## config.mk

```make
export PLATFORM = sky130hd
export DESIGN_NAME = uart_frame_loader
export DESIGN_NICKNAME = d
export VERILOG_FILES = /design/src/rtl/uart_frame_loader_pkg.sv /design/src/rtl/uart_frame_loader_timer.sv /design/src/rtl/uart_frame_loader.sv
export SDC_FILE = /design/constraint.sdc
export NUM_CORES = 1
export LEC_CHECK = 0
export BUFFER_PORTS_ARGS = -buffer_cell sky130_fd_sc_hd__buf_2
export CAP_MARGIN = 40
export CORE_UTILIZATION = 35
export CTS_BUF_LIST = sky130_fd_sc_hd__clkbuf_8 sky130_fd_sc_hd__clkbuf_16
export DETAILED_ROUTE_END_ITERATION = 7
export GPL_ROUTABILITY_DRIVEN = 0
export MAX_ROUTING_LAYER = met4
export PLACE_DENSITY = 0.58
export SYNTH_ARGS = -nofsm -noshare
export SYNTH_HDL_FRONTEND = slang
export SYNTH_HIERARCHICAL = 1
export SYNTH_SLANG_ARGS = --single-unit
```

## constraint.sdc

```tcl
create_clock -name i_clk -period 2.1 [get_ports i_clk]
set_input_delay 0.21 -clock i_clk [delete_from_list [all_inputs] [get_ports i_clk]]
set_output_delay 0.21 -clock i_clk [all_outputs]
set_load 0.02 [all_outputs]
```

## src/rtl/uart_frame_loader_pkg.sv

```systemverilog
// Shared types and constants for the UART frame loader: FSM states, abort codes, sync marker.
package uart_frame_loader_pkg;

  typedef enum logic [2:0] {
    ST_IDLE,
    ST_RX_LO,
    ST_RX_HI,
    ST_RX_CSUM,
    ST_WAIT_FFT
  } state_t;

  typedef enum logic [1:0] {
    ERR_NONE    = 2'd0,
    ERR_CSUM    = 2'd1,
    ERR_UART    = 2'd2,
    ERR_TIMEOUT = 2'd3
  } err_code_t;

  localparam logic [7:0] SYNC_BYTE_DEFAULT = 8'hA5;

  // States in which bytes belong to a frame and the inter-byte timer runs.
  function automatic logic is_rx_state(input state_t s);
    return (s == ST_RX_LO) || (s == ST_RX_HI) || (s == ST_RX_CSUM);
  endfunction

endpackage

```

## src/rtl/uart_frame_loader_timer.sv

```systemverilog
// Loadable down-counter: clear forces zero, load presets, o_expire flags a count of zero.
module frame_timeout_timer #(
  parameter int W = 17
) (
  input  logic         i_clk,
  input  logic         i_rst,
  input  logic         i_clear,
  input  logic         i_load,
  input  logic [W-1:0] i_load_val,
  input  logic         i_en,
  output logic         o_expire
);

  logic [W-1:0] r_count;

  // NOTE: state is written with <= only, so every flop samples the pre-edge values of its peers.
  always_ff @(posedge i_clk) begin
    if (i_rst || i_clear) begin
      r_count <= '0;
    end else if (i_load) begin
      r_count <= i_load_val;
    end else if (i_en && (r_count != '0)) begin
      r_count <= r_count - 1'b1;
    end
  end

  assign o_expire = (r_count == '0);

endmodule

```

## src/rtl/uart_frame_loader.sv

```systemverilog
// Frame loader: hunts for the sync byte, writes 16 LE samples to the FFT buffer,
// verifies the additive checksum, launches the FFT and waits for its completion.
module uart_frame_loader
  import uart_frame_loader_pkg::*;
#(
  parameter int         N_SAMPLES      = 16,
  parameter int         SAMPLE_W       = 16,
  parameter logic [7:0] SYNC_BYTE      = SYNC_BYTE_DEFAULT,
  parameter int         TIMEOUT_CYCLES = 104160
) (
  input  logic                         i_clk,
  input  logic                         i_rst,
  input  logic                         i_rx_valid,
  input  logic [7:0]                   i_rx_byte,
  input  logic                         i_rx_error,
  output logic                         o_wr_en,
  output logic [$clog2(N_SAMPLES)-1:0] o_wr_addr,
  output logic [SAMPLE_W-1:0]          o_wr_data,
  output logic                         o_fft_start,
  input  logic                         i_fft_done,
  output logic                         o_busy,
  output logic                         o_frame_ok,
  output logic                         o_frame_err,
  output logic [1:0]                   o_err_code
);

  localparam int AW = $clog2(N_SAMPLES);
  localparam int TW = $clog2(TIMEOUT_CYCLES + 1);

  state_t              r_state;
  err_code_t           r_err_code;
  logic [AW-1:0]       r_idx;
  logic [7:0]          r_csum;
  logic [7:0]          r_lo;
  logic                r_wr_en;
  logic [AW-1:0]       r_wr_addr;
  logic [SAMPLE_W-1:0] r_wr_data;
  logic                r_fft_start;
  logic                r_busy;
  logic                r_frame_ok;
  logic                r_frame_err;

  logic w_rx_state;
  logic w_sync_hit;
  logic w_tmr_load;
  logic w_tmr_clear;
  logic w_tmr_expire;

  assign w_rx_state  = is_rx_state(r_state);
  assign w_sync_hit  = (r_state == ST_IDLE) && i_rx_valid && (i_rx_byte == SYNC_BYTE);
  // The timer restarts on frame entry and on every byte that is actually accepted.
  assign w_tmr_load  = w_sync_hit || (w_rx_state && i_rx_valid && !i_rx_error);
  assign w_tmr_clear = !w_rx_state && !w_tmr_load;

  frame_timeout_timer #(
    .W (TW)
  ) u_timer (
    .i_clk      (i_clk),
    .i_rst      (i_rst),
    .i_clear    (w_tmr_clear),
    .i_load     (w_tmr_load),
    .i_load_val (TW'(TIMEOUT_CYCLES - 1)),
    .i_en       (w_rx_state),
    .o_expire   (w_tmr_expire)
  );

  always_ff @(posedge i_clk) begin
    if (i_rst) begin
      r_state     <= ST_IDLE;
      r_err_code  <= ERR_NONE;
      r_idx       <= '0;
      r_csum      <= '0;
      r_lo        <= '0;
      r_wr_en     <= 1'b0;
      r_wr_addr   <= '0;
      r_wr_data   <= '0;
      r_fft_start <= 1'b0;
      r_busy      <= 1'b0;
      r_frame_ok  <= 1'b0;
      r_frame_err <= 1'b0;
    end else begin
      r_wr_en     <= 1'b0;
      r_fft_start <= 1'b0;
      r_frame_ok  <= 1'b0;
      r_frame_err <= 1'b0;

      unique case (r_state)
        ST_IDLE: begin
          if (w_sync_hit) begin
            r_state <= ST_RX_LO;
            r_idx   <= '0;
            r_csum  <= '0;
            r_busy  <= 1'b1;
          end
        end

        ST_RX_LO, ST_RX_HI, ST_RX_CSUM: begin
          if (i_rx_error) begin
            r_state     <= ST_IDLE;
            r_busy      <= 1'b0;
            r_frame_err <= 1'b1;
            r_err_code  <= ERR_UART;
          end else if (i_rx_valid) begin
            if (r_state == ST_RX_LO) begin
              r_lo    <= i_rx_byte;
              r_csum  <= r_csum + i_rx_byte;
              r_state <= ST_RX_HI;
            end else if (r_state == ST_RX_HI) begin
              r_csum    <= r_csum + i_rx_byte;
              r_wr_en   <= 1'b1;
              r_wr_addr <= r_idx;
              r_wr_data <= {i_rx_byte, r_lo};
              if (r_idx == AW'(N_SAMPLES - 1)) begin
                r_state <= ST_RX_CSUM;
              end else begin
                r_idx   <= r_idx + AW'(1);
                r_state <= ST_RX_LO;
              end
            end else if (i_rx_byte == r_csum) begin
              r_fft_start <= 1'b1;
              r_frame_ok  <= 1'b1;
              r_state     <= ST_WAIT_FFT;
            end else begin
              r_state     <= ST_IDLE;
              r_busy      <= 1'b0;
              r_frame_err <= 1'b1;
              r_err_code  <= ERR_CSUM;
            end
          end else if (w_tmr_expire) begin
            r_state     <= ST_IDLE;
            r_busy      <= 1'b0;
            r_frame_err <= 1'b1;
            r_err_code  <= ERR_TIMEOUT;
          end
        end

        ST_WAIT_FFT: begin
          if (i_fft_done) begin
            r_state <= ST_IDLE;
            r_busy  <= 1'b0;
          end
        end

        // NOTE: unused encodings fall back to IDLE so a corrupted state register self-recovers.
        default: begin
          r_state <= ST_IDLE;
          r_busy  <= 1'b0;
        end
      endcase
    end
  end

  assign o_wr_en     = r_wr_en;
  assign o_wr_addr   = r_wr_addr;
  assign o_wr_data   = r_wr_data;
  assign o_fft_start = r_fft_start;
  assign o_busy      = r_busy;
  assign o_frame_ok  = r_frame_ok;
  assign o_frame_err = r_frame_err;
  assign o_err_code  = r_err_code;

endmodule

```

# After elaboration in Yosys (flattened, before gate mapping)
# Index checks and enable logic that the tools add are counted.
# classes
n_mux	48
n_reduce_logical	31
n_addsub	3
bitwise_logic	4
n_eq_ne	22
# ops
operator	n
two-way mux 8 bit	5
two-way mux 17 bit	2
two-way mux 3 bit	8
two-way mux 4 bit	6
logical NOT 17 bit	1
nonzero test 17 bit	1
subtractor 17 x 1 -> 17 bit (second input constant)	1
two-way mux 1 bit	16
one-hot mux 8 bit (2 select lines)	1
AND reduction 5 bit	3
two-way mux 2 bit	7
inequality test 2 bit (second input constant)	7
inequality test 3 bit (second input constant)	4
inequality test 4 bit (second input constant)	3
one-hot mux 3 bit (3 select lines)	1
adder 8 bit	1
== test 8 bit	1
== test 8 bit (second input constant)	1
one-hot mux 4 bit (2 select lines)	1
AND reduction 7 bit	1
== test 3 x 2 -> 1 bit (second input constant)	2
logical AND 1 bit	6
AND reduction 6 bit	1
OR reduction 6 bit	1
17 further kinds	27
# word_totals
wordCells	121
input_bits	13
out_inout_bits	27
reg_bits	66

# Longest topological paths before layout
# Gate-level depths: netlist (run 1).
# depth
word_depth	10
ltp_mapped	10
ltp_nobuf	10

# By module
# Netlist (run 1), hierarchy kept.
# by_module_without_submodules
mod	cells_each	area_each_um2	seq_area_each_um2	instances
uart_frame_loader	265	2307.2	980.9	1
frame_timeout_timer	124	1019.7	340.3	1

# Least setup slack after synthesis (run 1)
# OpenSTA, ideal clock, no wires.
# synth_timing
path_type	register -> register
from	register u_timer.r_count[12]
to	register r_err_code[1] (netlist: o_err_code[1])
arrival_ps	1986
n_path_buf	0
period_less_slack_ps	2113
path_slack_ps	-13
required_time_ps	1972
stages_incl_launch_ff	10
path_cell_list	dfxtp_1 -> or4_4 -> nor2_1 -> nand3_1 -> nor2_1 -> mux2_2 -> o21ai_0 -> a211o_1 -> a32oi_1 -> nor2_1
# synth_via
elab_chain_len	3
# synth_rtl
element	line_no	rtl
start, declared	uart_frame_loader_timer.sv:14	logic [W-1:0] r_count;
start signal, assigned	uart_frame_loader_timer.sv:21	r_count <= i_load_val;
start signal, assigned	uart_frame_loader_timer.sv:23	r_count <= r_count - 1'b1;
logical NOT 17 bit	uart_frame_loader_timer.sv:27	assign o_expire = (r_count == '0);
named net w_tmr_expire	uart_frame_loader.sv:47	logic w_tmr_expire;
nonzero test 3 bit (no line)	n/a	
AND reduction 5 bit (no line)	n/a	
end signal, assigned	uart_frame_loader.sv:70	r_err_code <= ERR_NONE;
end signal, assigned	uart_frame_loader.sv:102	r_err_code <= ERR_UART;
end signal, assigned	uart_frame_loader.sv:127	r_err_code <= ERR_CSUM;
end, declared	uart_frame_loader.sv:31	err_code_t r_err_code;
# The timed path passes the listed nets, and every way through them passes these cells.
# A chain may end at the register's enable or synchronous reset.

# Worst setup path after layout (run 1)
# layout_timing
from	register u_timer.r_count[14]
to	register r_err_code[1] (netlist: o_err_code[1])
# The elaborated chain is that of the path after synthesis.

==> impl_metrics.py, run 1 <==
metrics = {
    "power": {
        "peakVddDrop_mv": 0.322,
        "power.leakage_nw": 1.61,
        "p_per_area_mw_per_mm2": 847,
    },
    "clocking": {
        "tritoncts": "done",
        "htreeDepth": 3,
        "clkTransAtPathRegs_ns": 0.07,
        "cts_root_buf": "clkbuf_8",
        "clkLatencyLatePin_ns": 0.34,
        "numCtsBuffers": 9,
        "clock_sinks": 66,
        "cts_buffer_depth": 2,
    },
    "floorplan": {
        "die_x_microns": 99.5,
        "start_util_pct": 36.0,
        "die-area_sq_mm": 0.00990,
        "core-area_sq_mm": 0.00924,
        "rows": 35,
        "pin_count": 40,
        "die_height_microns": 99.5,
    },
    "synthesis": {
        "synthFlopType": "dfxtp_1",
        "yosys_warnings": 6,
        "synth_compound_area_share_pct": 20.3,
        "synthTopCellsByCount": "dfxtp_1 (66), nand2_1 (52), a21oi_1 (45), nor2_1 (31), o21ai_0 (25)",
        "synth_top_cell_area_share_pct": 39.7,
        "avgSynthCellArea_sq_um": 8.55,
        "synth.most_common_cell": "dfxtp_1",
        "syn-cell-area_sq_mm": 0.00333,
        "synth_xor_area_share_pct": 3.69,
        "synthSimpleGateAreaFrac_pct": 24.1,
        "yosysSeqAreaShare_pct": 39.7,
        "postSynthCellCount": 389,
        "synth.area.top_cells": "dfxtp_1 (40%), a21oi_1 (6.8%), nand2_1 (5.9%)",
        "synth_top_area_cell": "dfxtp_1",
        "synth_async_sr_flop_share_pct": 0,
        "synth_seq_cells": 66,
        "ys_types": 66,
        "synth_fa_ha_area_share_pct": 4.29,
        "synth_edf_count": 0,
        "synth_mux_area_share_pct": 4.14,
        "synth_top_family_by_area": "simple AND/OR/NAND/NOR gates",
    },
    "timing": {
        "skew_ns": 0.00966,
        "timing.final.ws_setup_ns": 0.0568,
        "fmax_ghz": 0.489,
        "drv_slew": 0,
        "rsz0062_at_grt": "true",
        "hold_viol": 0,
        "worst_pin_slew_ns": 0.686,
        "setup_violations": 0,
        "period_share_pct": 97.3,
        "finalSetupTns_ns": 0,
        "relSlewSlack_pct": 53.9,
        "period_minus_slack_ns": 2.04,
    },
    "min_path": {
        "hp-class": "in -> reg",
    },
    "place": {
        "io_buffer_count": 39,
        "dp_hpwl_microns": 5600,
        "preCtsSetupSlack_ns": 0.0474,
    },
    "grt": {
        "overflow": 0,
        "grt_util_all_layers_pct": 17.3,
        "grt_pass1_wl_microns": 13200,
        "grt_pass1_vias": 2831,
        "grt_max_degree": 35,
        "antenna_found_initial": 0,
    },
    "routing": {
        "wirelength_microns": 7800,
        "dr_total_vias": 2939,
        "ant_nets": 0,
        "drtIter0Drc": 90,
        "wl_per_cell_microns": 13.2,
        "drcViolationCount": 0,
        "vias_per_cell": 4.98,
        "firstDrtPassIters": 4,
    },
    "setup_path": {
        "endpoint": "o_err_code[1]",
        "start_kind": "register",
        "arrival_ns": 2.26,
        "r2r_end": "o_err_code[1]",
        "critPathLaunch": "u_timer/r_count[14]",
        "r2r_slack_ns": 0.06,
        "endpoint_kind": "register",
        "worst_r2r_startpoint": "u_timer/r_count[14]",
        "required_ns": 2.32,
        "critPathMaxFanout": 3,
        "reg2reg_depth": 9,
        "critPathKind": "reg -> reg",
    },
    "final_layout": {
        "multi_input_area_sq_mm": 0.00198,
        "nets": 479,
        "drive_above_1_share_pct": 22.6,
        "final_core_util_pct": 44.5,
        "register_area_sq_mm": 0.00132,
        "diodes": 0,
        "area_growth_pct": 23.5,
        "fillers": 915,
    },
    "job": {
        "cap_violations": 0,
    },
    "run_status": {
        "status": "finished clean",
    },
}
-- critical path, cell delays in order (launching register included) --
cell,delay [ns]
dfxtp_2,0.33
or4_4,0.56
nor2_4,0.13
nand3_2,0.07
nor2_2,0.13
mux2_4,0.16
o21ai_2,0.05
a211o_1,0.26
a32oi_1,0.18
nor2_1,0.07
-- layout by cell type (no fill, tap or decap), types with 3 or more instances in the layout --
cell       instances
dfxtp_1           65
nand2_1           52
a21oi_1           45
buf_2             39
nor2_1            29
o21ai_0           24
buf_4             22
conb_1            17
nor3_1            12
mux2i_1           10
clkbuf_8          10
xnor2_1            9
ha_1               9
inv_1              8
nand3_1            8
a22o_1             6
nand2b_1           5
and3_1             5
nor4_1             5
a211oi_1           5
xor2_1             5
nand4_1            4
or3_1              3
o31ai_1            3
a21o_1             3
bufinv_16          3
-- cell families (layout without fill, tap and decap cells) --
kind of cell             after synthesis  count (layout)
adder cells (fa/ha/maj)               11              11
other                                  2              17
AO/OA/AOI/OAI                        107             107
multiplexers                          13              13
buffers and inverters                 28              85
XOR/XNOR                              14              14
flip-flops                            66              66
AND/OR/NAND/NOR                      148             148
-- report_power, final --
part           total [mW]  leakage, nW  switching [mW]  internal [mW]
registers            1.33        0.532          0.0294           1.30
clock network        1.34        0.119           0.513          0.823
logic               0.810        0.961           0.492          0.318
-- layout make-up --
cell class              count  area share [%]
clock buffers              10            3.35
clock inverters             6            2.77
inverters                   8           0.731
multi-input cells         310            48.3
flip-flops and latches     66            32.2
well taps                 129            3.93
repair buffers             61            8.77
-- flip-flops by register name, summed over array words and instances, names as in the netlist --
| name | cells |
|---|---|
| o_frame_ok | 1 |
| o_wr_addr | 4 |
| o_busy | 1 |
| o_wr_data | 16 |
| o_frame_err | 1 |
| o_wr_en | 1 |
| r_idx | 4 |
| r_lo | 8 |
| o_err_code | 2 |
| r_state | 3 |
| r_csum | 8 |
| u_timer/r_count | 17 |
-- repair_timing --
action / in CTS / in global routing
setup endpoints to repair: 0 / 3
gates resized for setup: 0 / 9
hold buffers: 0 / 0
setup buffers: 0 / 2
hold endpoints to repair: 0 / 0
-- per-stage QoR --
step           power [mW]  hold WS [ns]  cell area [sq um]  std cells
6_report             3.48         0.149               4110        590
5_1_grt              3.67         0.134               4110        590
4_1_cts              3.50         0.116               4060        588
3_5_place_dp         2.16         0.446               3810        572
3_3_place_gp         2.15         0.440               3810        572
2_1_floorplan        1.93         0.321               3390        404
-- worst min path at each step --
| stage | startpoint | endpoint | cells after the start |
|---|---|---|---|
| global placement | r_lo[2] | o_wr_data[2] | 2 |
| finish | i_rx_error | o_err_code[0] | 2 |
| CTS | i_rx_error | o_err_code[0] | 2 |
| detailed placement | o_wr_data[9] | o_wr_data[9] | 2 |
| global route | i_rx_error | o_err_code[0] | 2 |
| floorplan | i_rx_error | o_err_code[0] | 1 |
-- metal layers --
layer  global-route usage [%]  vias up  wire length (microns)
li1                         -     1513                      -
met1                     22.1     1366                   3820
met2                     27.0       53                   3630
met3                     4.71        7                    275
met4                     4.52        0                     76
met5                        -        -                      0
Power figures use the tool's default switching activity.
==> run 2, diff against run 1 <==
--- a/config.mk
+++ b/config.mk
@@ -12,7 +12,7 @@
 export DETAILED_ROUTE_END_ITERATION = 7
 export GPL_ROUTABILITY_DRIVEN = 0
 export MAX_ROUTING_LAYER = met4
-export PLACE_DENSITY = 0.58
+export PLACE_DENSITY = 0.57
 export SYNTH_ARGS = -nofsm -noshare
 export SYNTH_HDL_FRONTEND = slang
 export SYNTH_HIERARCHICAL = 1
==> constraint.sdc (replaced) <==
create_clock -name i_clk -period 2.3 [get_ports i_clk]
set_input_delay 0.23 -clock i_clk [delete_from_list [all_inputs] [get_ports i_clk]]
set_output_delay 0.23 -clock i_clk [all_outputs]
set_load 0.02 [all_outputs]
==> run 2 against run 1 <==
Final cell count down 1.4%. Global-route usage down 0.20 points. Die area unchanged. Critical path depth unchanged. First-iteration DRC count up 14%. Combinational power down 13%. Count of clock-buffer cells in the layout down 1. Sequential share of layout area up 1.5 points.
==> impl_metrics.py, run 2 (synthesis gave the netlist of run 1 again) <==
metrics = {
    "setup_path": {
        "endpoint_kind": "register",
        "r2r_end": "o_err_code[1]",
        "reg2reg_depth": 9,
        "max_stage_delay_ns": 0.56,
        "worst_r2r_startpoint": "u_timer/r_count[13]",
        "required_ns": 2.52,
        "critPathKind": "reg -> reg",
        "path_common_cell": "nor2_1",
        "path_delay_family": "simple AND/OR/NAND/NOR gates",
        "cp_cell_sequence": "or4_4 -> nor2_1 -> nand3_1 -> nor2_1 -> mux2_2 -> o21ai_0 -> a211o_1 -> a32oi_1 -> nor2_1",
        "crit_slowest_cell": "or4_4",
        "arrival_ns": 2.35,
        "r2r_slack_ns": 0.16,
        "critPathMaxFanout": 5,
        "critPathBufInv": 0,
        "start_kind": "register",
    },
    "timing": {
        "fmax_ghz": 0.468,
        "skew_ns": 0.0102,
        "setup_violations": 0,
        "hold_viol": 0,
        "finalSetupTns_ns": 0,
        "worst_pin_slew_ns": 0.627,
        "relSlewSlack_pct": 58.2,
        "period_minus_slack_ns": 2.14,
        "whs_ns": 0.146,
        "drv_slew": 0,
        "timing.final.ws_setup_ns": 0.164,
        "rsz0062_at_grt": "false",
        "period_share_pct": 92.9,
    },
    "grt": {
        "grt_util_all_layers_pct": 17.1,
        "antenna_found_initial": 0,
        "grt_pass1_vias": 2747,
        "grt_pass1_wl_microns": 13000,
        "overflow": 0,
        "grt_max_degree": 27,
    },
    "floorplan": {
        "rows": 35,
        "pin_count": 40,
        "die_height_microns": 99.5,
        "die-area_sq_mm": 0.00990,
        "die_x_microns": 99.5,
        "start_util_pct": 36.0,
        "core-area_sq_mm": 0.00924,
    },
    "power": {
        "p_sw_mw": 0.916,
        "fin_total_pwr_mw": 2.75,
        "p_sw_share_pct": 33.3,
        "p_int_mw": 1.83,
        "p_per_area_mw_per_mm2": 701,
        "peakVddDrop_mv": 0.296,
        "combPwrFrac_pct": 25.6,
        "clkPwrFrac_pct": 29.3,
        "power.leakage_nw": 1.53,
        "pwr-share-seq_pct": 45.1,
    },
    "clocking": {
        "cts_root_buf": "clkbuf_8",
        "clock_sinks": 66,
        "cts_hold_buf": 0,
        "cts_buffer_depth": 2,
        "clkTransAtPathRegs_ns": 0.07,
        "clkLatencyLatePin_ns": 0.34,
        "tritoncts": "done",
        "numCtsBuffers": 9,
        "htreeDepth": 3,
    },
    "min_path": {
        "whs_path_depth": 2,
        "hp-start": "i_rx_error",
        "hold_path_end": "o_err_code[0]",
        "hp-class": "in -> reg",
    },
    "place": {
        "io_buffer_count": 39,
        "dpl_cell_area_sq_mm": 0.00377,
        "dp_hpwl_microns": 5490,
        "preCtsSetupSlack_ns": 0.161,
    },
    "final_layout": {
        "largest_reg_flops": 17,
        "diodes": 0,
        "final_common_cell": "dfxtp_1",
        "drive_above_1_share_pct": 19.6,
        "finalInstanceArea_sq_mm": 0.00393,
        "area_growth_pct": 18.0,
        "nets": 472,
        "mostFrequentLayoutCells": "dfxtp_1 (66), nand2_1 (52), a21oi_1 (45)",
        "top_register": "u_timer/r_count",
    },
    "routing": {
        "ant_nets": 0,
        "wirelength_microns": 7700,
        "dr_total_vias": 2912,
        "drtIter0Drc": 103,
        "drcViolationCount": 0,
        "wl_per_cell_microns": 13.2,
        "vias_per_cell": 5.00,
        "firstDrtPassIters": 4,
    },
    "run_status": {
        "status": "finished clean",
    },
    "job": {
        "cap_violations": 0,
    },
}
## run 2: through the flow
stage | std cells | utilization, %
floorplan | 404 | -
global placement | 567 | 40.8
detailed placement | 567 | 40.8
CTS | 582 | 42.4
global route | 582 | 42.5
finish | 582 | 42.5
## run 2: worst reg2reg max path: cells and delay by family (launching register included)
kind,cells,cell delay (ns)
DFF,1,0.35
muxes,1,0.16
and+or+nand+nor,5,0.95
AOI/OAI and AO/OA,3,0.55
## run 2: layout make-up
type                    count  area, sq um
repair buffers             54          308
clock buffers               9          124
fillers                   938         5320
clock inverters             6         27.5
well taps                 129          161
flip-flops and latches     66         1320
multi-input cells         310         1950
inverters                   8         30.0
## run 2: what timing repair did
item / CTS / global route
setup buffers: 0 / 0
resized for setup: 0 / 1
endpoints found under the setup margin: 0 / 1
## run 2: worst max-delay path by stage
stage	from	to	slack (ns)	cells past startpoint
after floorplan	u_timer/r_count[12]	o_err_code[1]	0.19	9
after global routing	u_timer/r_count[13]	o_err_code[1]	0.01	9
final	u_timer/r_count[13]	o_err_code[1]	0.16	9
after global placement	u_timer/r_count[13]	o_err_code[1]	0.22	9
after detailed placement	u_timer/r_count[13]	o_err_code[0]	0.16	8
after CTS	u_timer/r_count[13]	o_err_code[0]	0.12	8
## run 2: power groups by stage
stage / Clock [mW] / Combinational (mW) / Sequential [mW]
finish: 0.806 / 0.705 / 1.24
global route: 0.879 / 0.787 / 1.25
CTS: 0.846 / 0.701 / 1.24
detailed placement: 0 / 0.698 / 1.26
global placement: 0 / 0.692 / 1.27
floorplan: 0 / 0.497 / 1.27
## run 2: layer usage
| layer | up-vias | part of all wire [%] | track usage, % |
|---|---|---|---|
| li1 | 1496 | - | - |
| met1 | 1350 | 48 | 22.0 |
| met2 | 56 | 47 | 26.8 |
| met3 | 10 | 4.2 | 3.94 |
| met4 | 0 | 0.96 | 5.09 |
| met5 | - | 0 | - |
